`src/rtl/encap_stage_seq_if.sv`:
```
// Frame-stage sequencer bus.
// master: frame request side (start, len, adv, abort) that reads back stage/status.
// slave:  the sequencer, which drives stage, byte_cnt and the status flags.
interface encap_stage_seq_if #(
  parameter int LEN_W = 11
);
  logic             start;
  logic [LEN_W-1:0] len;
  logic             adv;
  logic             abort;
  logic [6:0]       stage;
  logic [LEN_W-1:0] byte_cnt;
  logic             last;
  logic             pad;
  logic             busy;
  logic             done;
  logic             len_err;
  logic             aborted;

  modport master (
    output start, len, adv, abort,
    input  stage, byte_cnt, last, pad, busy, done, len_err, aborted
  );

  modport slave (
    input  start, len, adv, abort,
    output stage, byte_cnt, last, pad, busy, done, len_err, aborted
  );
endinterface

```
`src/rtl/encap_stage_seq.sv`:
```
// Ethernet MAC encapsulation frame-stage sequencer.
// Walks one frame through IDLE, PREAMBLE, SFD, HEADER, PAYLOAD, FCS, IFG,
// one byte per adv strobe, and reports the one-hot stage, the byte index
// within the stage, last/pad qualifiers and sticky len_err/aborted flags.
// Ports:
//   clk  - clock
//   rst  - synchronous, active-low reset
//   bus  - slave modport of encap_stage_seq_if (start/len/adv/abort in,
//          stage/byte_cnt/last/pad/busy/done/len_err/aborted out)
//
// state    | meaning
// ---------+-------------------------------------------
// S_IDLE   | no frame; waits for start
// S_PRE    | preamble bytes (PREAMBLE_LEN)
// S_SFD    | start-of-frame delimiter (1 byte)
// S_HDR    | DA+SA+EtherType (HDR_LEN)
// S_PAY    | payload incl. padding (plen)
// S_FCS    | frame check sequence (FCS_LEN)
// S_IFG    | inter-frame gap (IFG_LEN)
module encap_stage_seq #(
  parameter int PREAMBLE_LEN = 7,
  parameter int HDR_LEN      = 14,
  parameter int MIN_PAYLOAD  = 46,
  parameter int MAX_PAYLOAD  = 1500,
  parameter int FCS_LEN      = 4,
  parameter int IFG_LEN      = 12,
  parameter int LEN_W        = 11
) (
  input logic              clk,
  input logic              rst,
  encap_stage_seq_if.slave bus
);

  // State encoding equals the stage bit, so stage can be driven straight
  // from the state register.
  typedef enum logic [6:0] {
    S_IDLE = 7'b0000001,
    S_PRE  = 7'b0000010,
    S_SFD  = 7'b0000100,
    S_HDR  = 7'b0001000,
    S_PAY  = 7'b0010000,
    S_FCS  = 7'b0100000,
    S_IFG  = 7'b1000000
  } state_t;

  localparam logic [LEN_W-1:0] PRE_N = LEN_W'(PREAMBLE_LEN);
  localparam logic [LEN_W-1:0] HDR_N = LEN_W'(HDR_LEN);
  localparam logic [LEN_W-1:0] MIN_N = LEN_W'(MIN_PAYLOAD);
  localparam logic [LEN_W-1:0] MAX_N = LEN_W'(MAX_PAYLOAD);
  localparam logic [LEN_W-1:0] FCS_N = LEN_W'(FCS_LEN);
  localparam logic [LEN_W-1:0] IFG_N = LEN_W'(IFG_LEN);
  localparam logic [LEN_W-1:0] ONE   = LEN_W'(1);

  state_t           state, state_n;
  logic [LEN_W-1:0] cnt, cnt_n;
  logic [LEN_W-1:0] plen, plen_n;
  logic [LEN_W-1:0] dlen, dlen_n;
  logic             len_err, len_err_n;
  logic             aborted, aborted_n;
  logic             done, done_n;

  logic [LEN_W-1:0] stage_len;
  logic             last_hit;
  logic [LEN_W-1:0] req_dlen;
  logic [LEN_W-1:0] req_plen;
  state_t           next_stage;

  // Requested length clamped to MAX (data bytes) and then raised to MIN
  // (bytes actually sent in PAYLOAD).
  assign req_dlen = (bus.len > MAX_N) ? MAX_N : bus.len;
  assign req_plen = (req_dlen < MIN_N) ? MIN_N : req_dlen;

  always_comb begin
    stage_len  = ONE;
    next_stage = S_IDLE;
    unique case (state)
      S_PRE:   begin stage_len = PRE_N; next_stage = S_SFD; end
      S_SFD:   begin stage_len = ONE;   next_stage = S_HDR; end
      S_HDR:   begin stage_len = HDR_N; next_stage = S_PAY; end
      S_PAY:   begin stage_len = plen;  next_stage = S_FCS; end
      S_FCS:   begin stage_len = FCS_N; next_stage = S_IFG; end
      S_IFG:   begin stage_len = IFG_N; next_stage = S_IDLE; end
      default: begin stage_len = ONE;   next_stage = S_IDLE; end
    endcase
  end

  assign last_hit = (cnt == stage_len - ONE);

  always_ff @(posedge clk) begin
    if (!rst) begin
      state   <= S_IDLE;
      cnt     <= '0;
      plen    <= MIN_N;
      dlen    <= '0;
      len_err <= 1'b0;
      aborted <= 1'b0;
      done    <= 1'b0;
    end else begin
      state   <= state_n;
      cnt     <= cnt_n;
      plen    <= plen_n;
      dlen    <= dlen_n;
      len_err <= len_err_n;
      aborted <= aborted_n;
      done    <= done_n;
    end
  end

  always_comb begin
    state_n   = state;
    cnt_n     = cnt;
    plen_n    = plen;
    dlen_n    = dlen;
    len_err_n = len_err;
    aborted_n = aborted;
    done_n    = 1'b0;

    if (state == S_IDLE) begin
      if (bus.start) begin
        state_n   = S_PRE;
        cnt_n     = '0;
        plen_n    = req_plen;
        dlen_n    = req_dlen;
        len_err_n = (bus.len > MAX_N);
        aborted_n = 1'b0;
      end
    end else if (bus.abort && (state == S_HDR || state == S_PAY)) begin
      // Truncation skips FCS entirely; the gap is still honoured.
      state_n   = S_IFG;
      cnt_n     = '0;
      aborted_n = 1'b1;
    end else if (bus.adv) begin
      if (last_hit) begin
        state_n = next_stage;
        cnt_n   = '0;
        done_n  = (state == S_IFG);
      end else begin
        cnt_n = cnt + ONE;
      end
    end
  end

  assign bus.stage    = state;
  assign bus.byte_cnt = cnt;
  assign bus.busy     = (state != S_IDLE);
  assign bus.last     = (state != S_IDLE) && last_hit;
  assign bus.pad      = (state == S_PAY) && (cnt >= dlen);
  assign bus.done     = done;
  assign bus.len_err  = len_err;
  assign bus.aborted  = aborted;

endmodule
```
`src/flat_wrapper.sv`:
```
// flat-port wrapper written by rule: the top's interface ports become plain ports
module encap_stage_seq_flat 
#(
  parameter int PREAMBLE_LEN = 7,
  parameter int HDR_LEN      = 14,
  parameter int MIN_PAYLOAD  = 46,
  parameter int MAX_PAYLOAD  = 1500,
  parameter int FCS_LEN      = 4,
  parameter int IFG_LEN      = 12,
  parameter int LEN_W        = 11
)
  (clk, rst, bus_start, bus_len, bus_adv, bus_abort, bus_stage, bus_byte_cnt, bus_last, bus_pad, bus_busy, bus_done, bus_len_err, bus_aborted);
  encap_stage_seq_if #(.LEN_W(LEN_W)) bus_i ();
  input logic clk;
  input logic rst;
  input wire logic [$bits(bus_i.start)-1:0] bus_start;
  input wire logic [$bits(bus_i.len)-1:0] bus_len;
  input wire logic [$bits(bus_i.adv)-1:0] bus_adv;
  input wire logic [$bits(bus_i.abort)-1:0] bus_abort;
  output wire logic [$bits(bus_i.stage)-1:0] bus_stage;
  output wire logic [$bits(bus_i.byte_cnt)-1:0] bus_byte_cnt;
  output wire logic [$bits(bus_i.last)-1:0] bus_last;
  output wire logic [$bits(bus_i.pad)-1:0] bus_pad;
  output wire logic [$bits(bus_i.busy)-1:0] bus_busy;
  output wire logic [$bits(bus_i.done)-1:0] bus_done;
  output wire logic [$bits(bus_i.len_err)-1:0] bus_len_err;
  output wire logic [$bits(bus_i.aborted)-1:0] bus_aborted;
  assign bus_i.start = bus_start;
  assign bus_i.len = bus_len;
  assign bus_i.adv = bus_adv;
  assign bus_i.abort = bus_abort;
  assign bus_stage = bus_i.stage;
  assign bus_byte_cnt = bus_i.byte_cnt;
  assign bus_last = bus_i.last;
  assign bus_pad = bus_i.pad;
  assign bus_busy = bus_i.busy;
  assign bus_done = bus_i.done;
  assign bus_len_err = bus_i.len_err;
  assign bus_aborted = bus_i.aborted;
  encap_stage_seq #(.PREAMBLE_LEN(PREAMBLE_LEN), .HDR_LEN(HDR_LEN), .MIN_PAYLOAD(MIN_PAYLOAD), .MAX_PAYLOAD(MAX_PAYLOAD), .FCS_LEN(FCS_LEN), .IFG_LEN(IFG_LEN), .LEN_W(LEN_W)) u_core (.clk(clk), .rst(rst), .bus(bus_i));
endmodule
```
`config.mk`:
```
export PLATFORM = sky130hd
export DESIGN_NAME = encap_stage_seq_flat
export DESIGN_NICKNAME = d
export VERILOG_FILES = /design/src/rtl/encap_stage_seq_if.sv /design/src/rtl/encap_stage_seq.sv /design/src/flat_wrapper.sv
export SDC_FILE = /design/constraint.sdc
export NUM_CORES = 1
export LEC_CHECK = 0
export CORE_MARGIN = 2
export CORE_UTILIZATION = 50
export CTS_BUF_LIST = sky130_fd_sc_hd__clkbuf_16
export DETAILED_ROUTE_END_ITERATION = 10
export GPL_ROUTABILITY_DRIVEN = 0
export PLACE_DENSITY_LB_ADDON = 0.25
export SKIP_CTS_REPAIR_TIMING = 1
export SLEW_MARGIN = 15
export SYNTH_ARGS = -nofsm -noshare
export SYNTH_HDL_FRONTEND = slang
export SYNTH_SLANG_ARGS = --single-unit
```
`constraint.sdc`:
```
create_clock -name clk -period 9.44 [get_ports clk]
set_input_delay 1.888 -clock clk [delete_from_list [all_inputs] [get_ports clk]]
set_output_delay 1.888 -clock clk [all_outputs]
set_load 0.02 [all_outputs]
```
Yosys cells after proc, flatten, opt, wreduce, memory -nomap -nowiden
Index checks and enable logic that the tools add are counted.
- bitwise operators: 3
- $lt $le $gt $ge: 3
- equal/unequal tests: 10
- $add $sub $neg: 2
- reduce and logical (&&, ||, !) cells: 12
- muxes and demuxes: 17
- operator list (operator ; count):
    two-way mux 11 bit ; 7
    one-hot mux 11 bit (5 select lines) ; 1
    two-way mux 7 bit ; 5
    one-hot mux 7 bit (5 select lines) ; 1
    adder 11 x 1 -> 11 bit (second input constant) ; 1
    == test 11 bit ; 1
    >= comparator 11 bit ; 1
    greater-than comparator 11 bit (second input constant) ; 1
    less-than comparator 11 x 6 -> 1 bit (second input constant) ; 1
    subtractor 11 x 1 -> 11 bit (second input constant) ; 1
    == test 7 x 1 -> 1 bit (second input constant) ; 1
    == test 7 x 2 -> 1 bit (second input constant) ; 1
    == test 7 x 3 -> 1 bit (second input constant) ; 1
    == test 7 x 4 -> 1 bit (second input constant) ; 1
    == test 7 x 5 -> 1 bit (second input constant) ; 1
    == test 7 x 6 -> 1 bit (second input constant) ; 1
    == test 7 bit (second input constant) ; 1
    != test 7 x 1 -> 1 bit (second input constant) ; 1
    AND reduction 2 bit ; 3
    nonzero test 3 bit ; 2
    OR reduction 5 bit ; 1
    logical AND 1 bit ; 3
    two-way mux 1 bit ; 3
    NOT 1 bit ; 3
    other kinds (4) ; 4
- register bits: 43
- output and inout port bits: 24
- input port bits: 16

Longest topological paths before layout
Gate-level depths: netlist of the first run.
- depth in word-level cells: 8
- mapped depth: 15
- depth with buffers taken out: 13

Least setup slack after synthesis of the first run
OpenSTA, ideal clock, no wires.
- path type: reg2out
- start point: register u_core.state[3], in the netlist u_core.bus.stage[3]
- end point: output port bus_last
- stages on the path, launching flop included: 12
- arrival: 3.029 ns
- buffers on the path: 0
- required time: 7.552 ns
- slack: 4.523 ns
- cell sequence: dfxtp_1 or2_2 or3_1 nor4b_1 a211oi_1 ha_1 xor2_1 xnor2_1 or4bb_1 nor3_1 and4_1 and2_1
- word-level cells in the longest chain between the ends: 5
- elaborated cells on any way between the ends: 10
- RTL lines (item ; line ; RTL):
    start: declaration ; encap_stage_seq.sv:54 ; state_t state, state_n;
    start signal: assignment ; encap_stage_seq.sv:99 ; state <= state_n;
    == test 7 bit (tied with other cells) ; encap_stage_seq.sv:76 ; unique case (state)
    one-hot mux 11 bit (5 select lines) ; encap_stage_seq.sv:76 ;
    subtractor 11 x 1 -> 11 bit ; encap_stage_seq.sv:87 ; assign last_hit = (cnt == stage_len - ONE);
    == test 11 bit ; encap_stage_seq.sv:87 ;
    logical AND 1 bit (*) ; encap_stage_seq.sv:146 ; assign bus.last = (state != S_IDLE) && last_hit;
    end: declaration ; flat_wrapper.sv:22 ; output wire logic [$bits(bus_i.last)-1:0] bus_last;
Mark *: on every way between the ends. The rest lies on a longest branch, timed or not.

Final worst setup path of the first run
Ends and elaborated chain as after synthesis.

==> results of run 1 <==
## synth_stat cells, types with 2 or more instances
master | instances | share of area
nand2_1 | 49 | 0.059
dfxtp_1 | 43 | 0.27
nor2_1 | 37 | 0.044
o21ai_0 | 22 | 0.035
inv_1 | 19 | 0.023
a21oi_1 | 17 | 0.027
nand3_1 | 16 | 0.025
ha_1 | 13 | 0.052
clkbuf_1 | 12 | 0.014
nor2b_1 | 11 | 0.022
xnor2_1 | 11 | 0.031
xor2_1 | 10 | 0.028
nand4_1 | 9 | 0.018
and2_1 | 7 | 0.014
nor3b_1 | 7 | 0.017
o21a_1 | 7 | 0.017
a21boi_0 | 6 | 0.014
a22oi_1 | 6 | 0.014
buf_2 | 6 | 0.0096
nand2b_1 | 6 | 0.012
nor3_1 | 6 | 0.0096
and3_1 | 5 | 0.010
nand3b_1 | 5 | 0.012
nor4_1 | 5 | 0.010
o22ai_1 | 5 | 0.010
a211oi_1 | 4 | 0.0096
a31oi_1 | 4 | 0.0080
a32oi_1 | 3 | 0.0084
mux2i_1 | 3 | 0.0096
o221a_2 | 3 | 0.011
a211o_1 | 2 | 0.0056
a21o_1 | 2 | 0.0048
and3b_1 | 2 | 0.0056
buf_1 | 2 | 0.0024
buf_6 | 2 | 0.0072
nor2_2 | 2 | 0.0040
nor4b_1 | 2 | 0.0056
o211a_1 | 2 | 0.0064
o211ai_1 | 2 | 0.0048
or3_1 | 2 | 0.0040
or4_1 | 2 | 0.0048
## per-stage QoR
| step | util | power (mW) | area (um2) | instances |
|---|---|---|---|---|
| 2_1_floorplan | - | 0.391 | 3140 | 409 |
| 3_3_place_gp | 0.587 | 0.450 | 3510 | 500 |
| 3_5_place_dp | 0.587 | 0.455 | 3510 | 500 |
| 4_1_cts | 0.611 | 0.626 | 3660 | 508 |
| 5_1_grt | 0.611 | 0.660 | 3660 | 508 |
| 6_report | 0.611 | 0.626 | 3660 | 508 |
## layer usage
metal  global-route usage  wire length [um]  vias to the layer above  part of all wire
met2                0.406              3940                      134              0.47
met1                0.303              3560                     1458              0.43
met5                    0                 0                        -                 0
met4               0.0820               243                        0             0.029
li1                     -                 -                     1516                 -
met3               0.0338               607                       27             0.073
## cell families (layout without fill, tap and decap cells)
| family | after synthesis | after routing | synth area share |
|---|---|---|---|
| AO/OA/AOI/OAI | 99 | 99 | 0.220 |
| XOR/XNOR | 21 | 21 | 0.0586 |
| adder cells (fa/ha/maj) | 13 | 13 | 0.0518 |
| buffers and inverters | 43 | 67 | 0.0602 |
| flip-flops | 43 | 43 | 0.274 |
| multiplexers | 3 | 3 | 0.00956 |
| AND/OR/NAND/NOR | 187 | 187 | 0.326 |
## state kept, by name, indices dropped and copies added, names as in the netlist
register	count
u_core.bus.stage	7
u_core.dlen	11
u_core.bus.aborted	1
u_core.plen	11
u_core.bus.done	1
u_core.bus.len_err	1
u_core.bus.byte_cnt	11
## area by class of cell
class | instances | area (um2)
fillers | 546 | 2330
clock inverters | 3 | 20.0
inverters | 19 | 71.3
multi-input cells | 323 | 2090
flip-flops and latches | 43 | 861
well taps | 75 | 93.8
clock buffers | 5 | 125
repair buffers | 40 | 398
## worst min-delay path by stage
stage,endpoint,slack [ns],cells after the start
4_1_cts,u_core.bus.aborted,0.45,2
3_5_place_dp,u_core.bus.aborted,0.44,2
3_3_place_gp,u_core.bus.aborted,0.43,2
2_1_floorplan,u_core.dlen[6],0.44,2
6_report,u_core.bus.aborted,0.44,2
5_1_grt,u_core.bus.aborted,0.47,2
## worst max-delay path: cells and delay by family, from the launching register on
kind	cells	cell delay, ns
buffers and inverters	1	0.60
xor gates and xnor gates	2	0.40
adders and majority gates	1	0.29
and+or+nand+nor	7	2.06
DFF	1	0.47
AOI/OAI and AO/OA	1	0.09
## power groups by stage
stage                     Sequential [mW]  Combinational (mW)  Clock (mW)
after floorplan                     0.227               0.164           0
after global placement              0.238               0.212           0
after detailed placement            0.240               0.215           0
after CTS                           0.236               0.217       0.174
after global routing                0.241               0.239       0.180
final                               0.237               0.217       0.173
==> results.sh, run 1 <==
export IMPL_setup_viol_count_final=0
export IMPL_end_kind="output port"
export IMPL_rr_endpoint="u_core.bus.stage[4]"
export IMPL_tightestPinTransition_ns=0.821
export IMPL_crit_arrival_ns=4.20
export IMPL_antenna_found_initial=0
export IMPL_dp_slack_ns=3.70
export IMPL_mostFrequentLayoutCells="nand2_1, dfxtp_1, clkdlybuf4s50_1"
export IMPL_cts_tree="built"
export IMPL_clockPowerShare=0.276
export IMPL_syn_inst=409
export IMPL_gr_usage_all_layers=0.237
export IMPL_num_vias=3135
export IMPL_r2r_start="u_core.bus.stage[3]"
export IMPL_cp_max_fo=16
export IMPL_cp_slowest_cell="clkdlybuf4s50_1"
export IMPL_share_comb_of_total_power=0.346
export IMPL_core_area_mm2=0.00599
export IMPL_fin_skew_ns=0.00455
export IMPL_yosysWarnings=0
export IMPL_synth_seq_area_share=0.274
export IMPL_r2r_cells=12
export IMPL_p_int_mw=0.396
export IMPL_slew_headroom=0.451
export IMPL_hold_class="flip-flop to flip-flop"
export IMPL_cts_max_path_buffers=2
export IMPL_power_switching_mw=0.231
export IMPL_async_flop_share=0
export IMPL_maxCapViolations=0
export IMPL_path_class="flip-flop to output port"
export IMPL_fmax_mhz=164
export IMPL_worstSetupStartpointType="flip-flop"
export IMPL_n_antenna_cell=0
export IMPL_grt_max_degree=34
export IMPL_synth_seq_cells=43
export IMPL_leakage_nw=1.35
export IMPL_synth_ff_type="dfxtp_1"
export IMPL_grt_pass1_vias=2822
export IMPL_wl_mm=8.35
export IMPL_drive_gt1_frac=0.0577
export IMPL_cp_slowest_stage_delay_ns=0.60
export IMPL_drc_errors=0
export IMPL_timing_hold_ws_ns=0.443
export IMPL_die_h_um=83.3
export IMPL_cts_sinks=43
export IMPL_cts_clk_slew_worst_paths_ns=0.07
export IMPL_dr_pass1_iters=5
export IMPL_clockRootBuffer="clkbuf_16"
export IMPL_routedWlPerCell_um=16.4
export IMPL_period_needed_ns=6.09
export IMPL_crit_path_end="bus_last"
export IMPL_r2r_slack_ns=5.36
export IMPL_overflow=0
export IMPL_worstSkewPairLatency_ns=0.29
export IMPL_cts_htree_levels=2
export IMPL_setup_slack_ns=3.35
export IMPL_area_delta_synth_final_pct=16.5
export IMPL_fin_tns_setup_ns=0
export IMPL_fp_row_count=28
export IMPL_p_seq_frac=0.378
export IMPL_holdCritStartpoint="u_core.bus.aborted"
export IMPL_grt_pass1_wl_mm=13.5
export IMPL_syn_nets=438
export IMPL_place_detailed_hpwl_mm=6.29
export IMPL_startpoint="u_core.bus.stage[3]"
export IMPL_fin_nets=461
export IMPL_p_per_area_mw_per_mm2=171
export IMPL_port_buffers=39
export IMPL_ys_types=71
export IMPL_drv_slew=0
export IMPL_crit_required_ns=7.55
export IMPL_peakVddDrop_mv=0.116
export IMPL_initial_core_util=0.524
export IMPL_die_area_mm2=0.00693
export IMPL_die_w_um=83.3
export IMPL_finalCritPeriodShare=0.645
export IMPL_status="finished clean"
export IMPL_synth_edf_count=0
export IMPL_avgSynthCellArea_um2=7.68
export IMPL_drt_vias_per_instance=6.17
export IMPL_finalHoldViolations=0
export IMPL_syn_cell_area_mm2=0.00314
export IMPL_ant_nets=0
export IMPL_cts_buffers=5
export IMPL_drt_first_iter_violations=378
export IMPL_cp_cell_sequence="or2_2 -> or3_1 -> nor4b_1 -> a211oi_1 -> ha_1 -> xor2_1 -> xnor2_1 -> or4bb_1 -> nor3_1 -> and4_1 -> and2_1 -> clkdlybuf4s50_1"
export IMPL_switching_share=0.368
export IMPL_io_pins=40
export IMPL_mostFrequentLayoutCell="nand2_1"
export IMPL_rsz0062_at_grt="no"
Note: power is estimated with default switching activity, not from simulation.
==> run 2: changes to the inputs <==
clock period = 6.35 ns   (was 9.44 ns; I/O delays follow)
==> run 2 against run 1 <==
  * Clock power is 48% higher
  * Via count is 0.61% lower
  * Critical path depth stayed put
  * First-iteration DRC count is 8.7% lower
  * Non-clock buffer count stayed put
  * Sequential power is 48% higher
  * Register-to-register slack worse by 3.1 ns
  * Utilization stayed put
  * Sequential cell count stayed put
  * Clock skew hardly changed
  * Largest cell class unchanged
==> results.sh, run 2 (same netlist as run 1, synthesis figures left out) <==
export IMPL_status="finished clean"
export IMPL_switching_share=0.367
export IMPL_drt_first_iter_violations=345
export IMPL_mostFrequentLayoutCell="nand2_1"
export IMPL_period_needed_ns=5.45
export IMPL_clockPowerShare=0.275
export IMPL_crit_required_ns=5.08
export IMPL_num_vias=3116
export IMPL_worstSetupStartpointType="flip-flop"
export IMPL_ant_nets=0
export IMPL_grt_pass1_vias=2799
export IMPL_crit_family="simple AND/OR/NAND/NOR gates"
export IMPL_grt_max_degree=34
export IMPL_io_pins=40
export IMPL_routedWlPerCell_um=16.2
export IMPL_n_antenna_cell=0
export IMPL_port_buffers=39
export IMPL_die_area_mm2=0.00693
export IMPL_p_per_area_mw_per_mm2=254
export IMPL_cts_tree="built"
export IMPL_cp_max_fo=16
export IMPL_cp_slowest_stage_delay_ns=0.60
export IMPL_tightestPinTransition_ns=0.816
export IMPL_place_inst=500
export IMPL_rsz0062_at_grt="no"
export IMPL_area_delta_synth_final_pct=16.5
export IMPL_r2r_start="u_core.bus.stage[3]"
export IMPL_slew_headroom=0.455
export IMPL_fin_skew_ns=0.00427
export IMPL_mostFrequentLayoutCells="nand2_1, dfxtp_1, clkdlybuf4s50_1"
export IMPL_peakVddDrop_mv=0.157
export IMPL_setup_slack_ns=0.904
export IMPL_cts_htree_levels=2
export IMPL_cts_buffers=5
export IMPL_gr_usage_all_layers=0.235
export IMPL_p_seq_frac=0.378
export IMPL_drive_gt1_frac=0.0577
export IMPL_critical_path_buf_inv_count=1
export IMPL_crit_arrival_ns=4.18
export IMPL_cts_clk_slew_worst_paths_ns=0.07
export IMPL_cts_max_path_buffers=2
export IMPL_path_class="flip-flop to output port"
export IMPL_fillCellCount=550
export IMPL_fp_row_count=28
export IMPL_drv_slew=0
export IMPL_leakage_nw=1.35
export IMPL_fin_nets=461
export IMPL_drc_errors=0
export IMPL_clockRootBuffer="clkbuf_16"
export IMPL_startpoint="u_core.bus.stage[3]"
export IMPL_wl_mm=8.23
export IMPL_end_kind="output port"
export IMPL_initial_core_util=0.524
export IMPL_overflow=0
export IMPL_p_int_mw=0.588
export IMPL_final_cells=508
export IMPL_grt_pass1_wl_mm=13.3
export IMPL_maxCapViolations=0
export IMPL_core_area_mm2=0.00599
export IMPL_drt_vias_per_instance=6.13
export IMPL_dr_pass1_iters=7
export IMPL_power_switching_mw=0.341
export IMPL_cp_cell_sequence="or2_2 -> or3_1 -> nor4b_1 -> a211oi_1 -> ha_1 -> xor2_1 -> xnor2_1 -> or4bb_1 -> nor3_1 -> and4_1 -> and2_1 -> clkdlybuf4s50_1"
export IMPL_holdCritStartpoint="u_core.bus.aborted"
export IMPL_worstSkewPairLatency_ns=0.29
export IMPL_die_h_um=83.3
export IMPL_cp_slowest_cell="clkdlybuf4s50_1"
export IMPL_finalCritPeriodShare=0.858
export IMPL_fmax_mhz=184
export IMPL_antenna_found_initial=0
export IMPL_place_detailed_hpwl_mm=6.28
export IMPL_cts_sinks=43
export IMPL_fin_tns_setup_ns=0
export IMPL_finalHoldViolations=0
export IMPL_share_comb_of_total_power=0.346
export IMPL_hold_class="flip-flop to flip-flop"
export IMPL_setup_viol_count_final=0
export IMPL_dp_slack_ns=1.23
export IMPL_die_w_um=83.3
[run 2: cell counts in the layout (fill, tap and decap cells not counted)]
Identical to the previous run, type by type.
[run 2: power groups by stage]
stage	Combinational, mW	Sequential, mW	Clock (mW)
2_1_floorplan	0.243	0.338	0
3_3_place_gp	0.315	0.354	0
3_5_place_dp	0.320	0.356	0
4_1_cts	0.322	0.350	0.260
5_1_grt	0.355	0.358	0.269
6_report	0.322	0.351	0.256
[run 2: layout make-up]
type	instances	area, um2	area share
inverter	19	71.3	0.0195
sequential	43	861	0.235
multi-input combinational	323	2090	0.571
clock inverter	3	20.0	0.00547
clock buffer	5	125	0.0342
tap	75	93.8	0.0256
timing repair buffer	40	398	0.109
[run 2: tightest hold or removal path: cells and delay by family (launching register included)]
family | cells | cell delay (ns)
flip-flops | 1 | 0.31
buffers and inverters | 1 | 0.05
AO/OA/AOI/OAI | 1 | 0.05
[run 2: final timing paths]
| check | to | slack (ns) | cells after the start |
|---|---|---|---|
| max | bus_last | 0.90 | 12 |
| min | u_core.bus.aborted | 0.44 | 2 |
| max reg2reg | u_core.bus.stage[4] | 2.31 | 12 |
| min reg2reg | u_core.bus.aborted | 0.44 | 2 |
[run 2: per-stage QoR]
stage	hold WS (ns)	area, um2	utilization	power [mW]
floorplan	0.435	3140	-	0.581
global placement	0.432	3510	0.587	0.669
detailed placement	0.439	3510	0.587	0.676
CTS	0.448	3660	0.611	0.931
global route	0.464	3660	0.611	0.982
finish	0.441	3660	0.611	0.929
[run 2: per-layer routing]
layer | vias to the layer above | wire length (um) | global-route usage
li1 | 1515 | - | -
met1 | 1441 | 3580 | 0.304
met2 | 135 | 3820 | 0.391
met3 | 25 | 610 | 0.0348
met4 | 0 | 222 | 0.0924
met5 | - | 0 | 0
==> run 3: changes to the inputs <==
CTS_CLUSTER_DIAMETER = 150   (was default)
CTS_CLUSTER_SIZE = 40   (was default)
==> results of run 3 <==
Same layout as run 2: the final DEF is identical, and so are final timing and power.
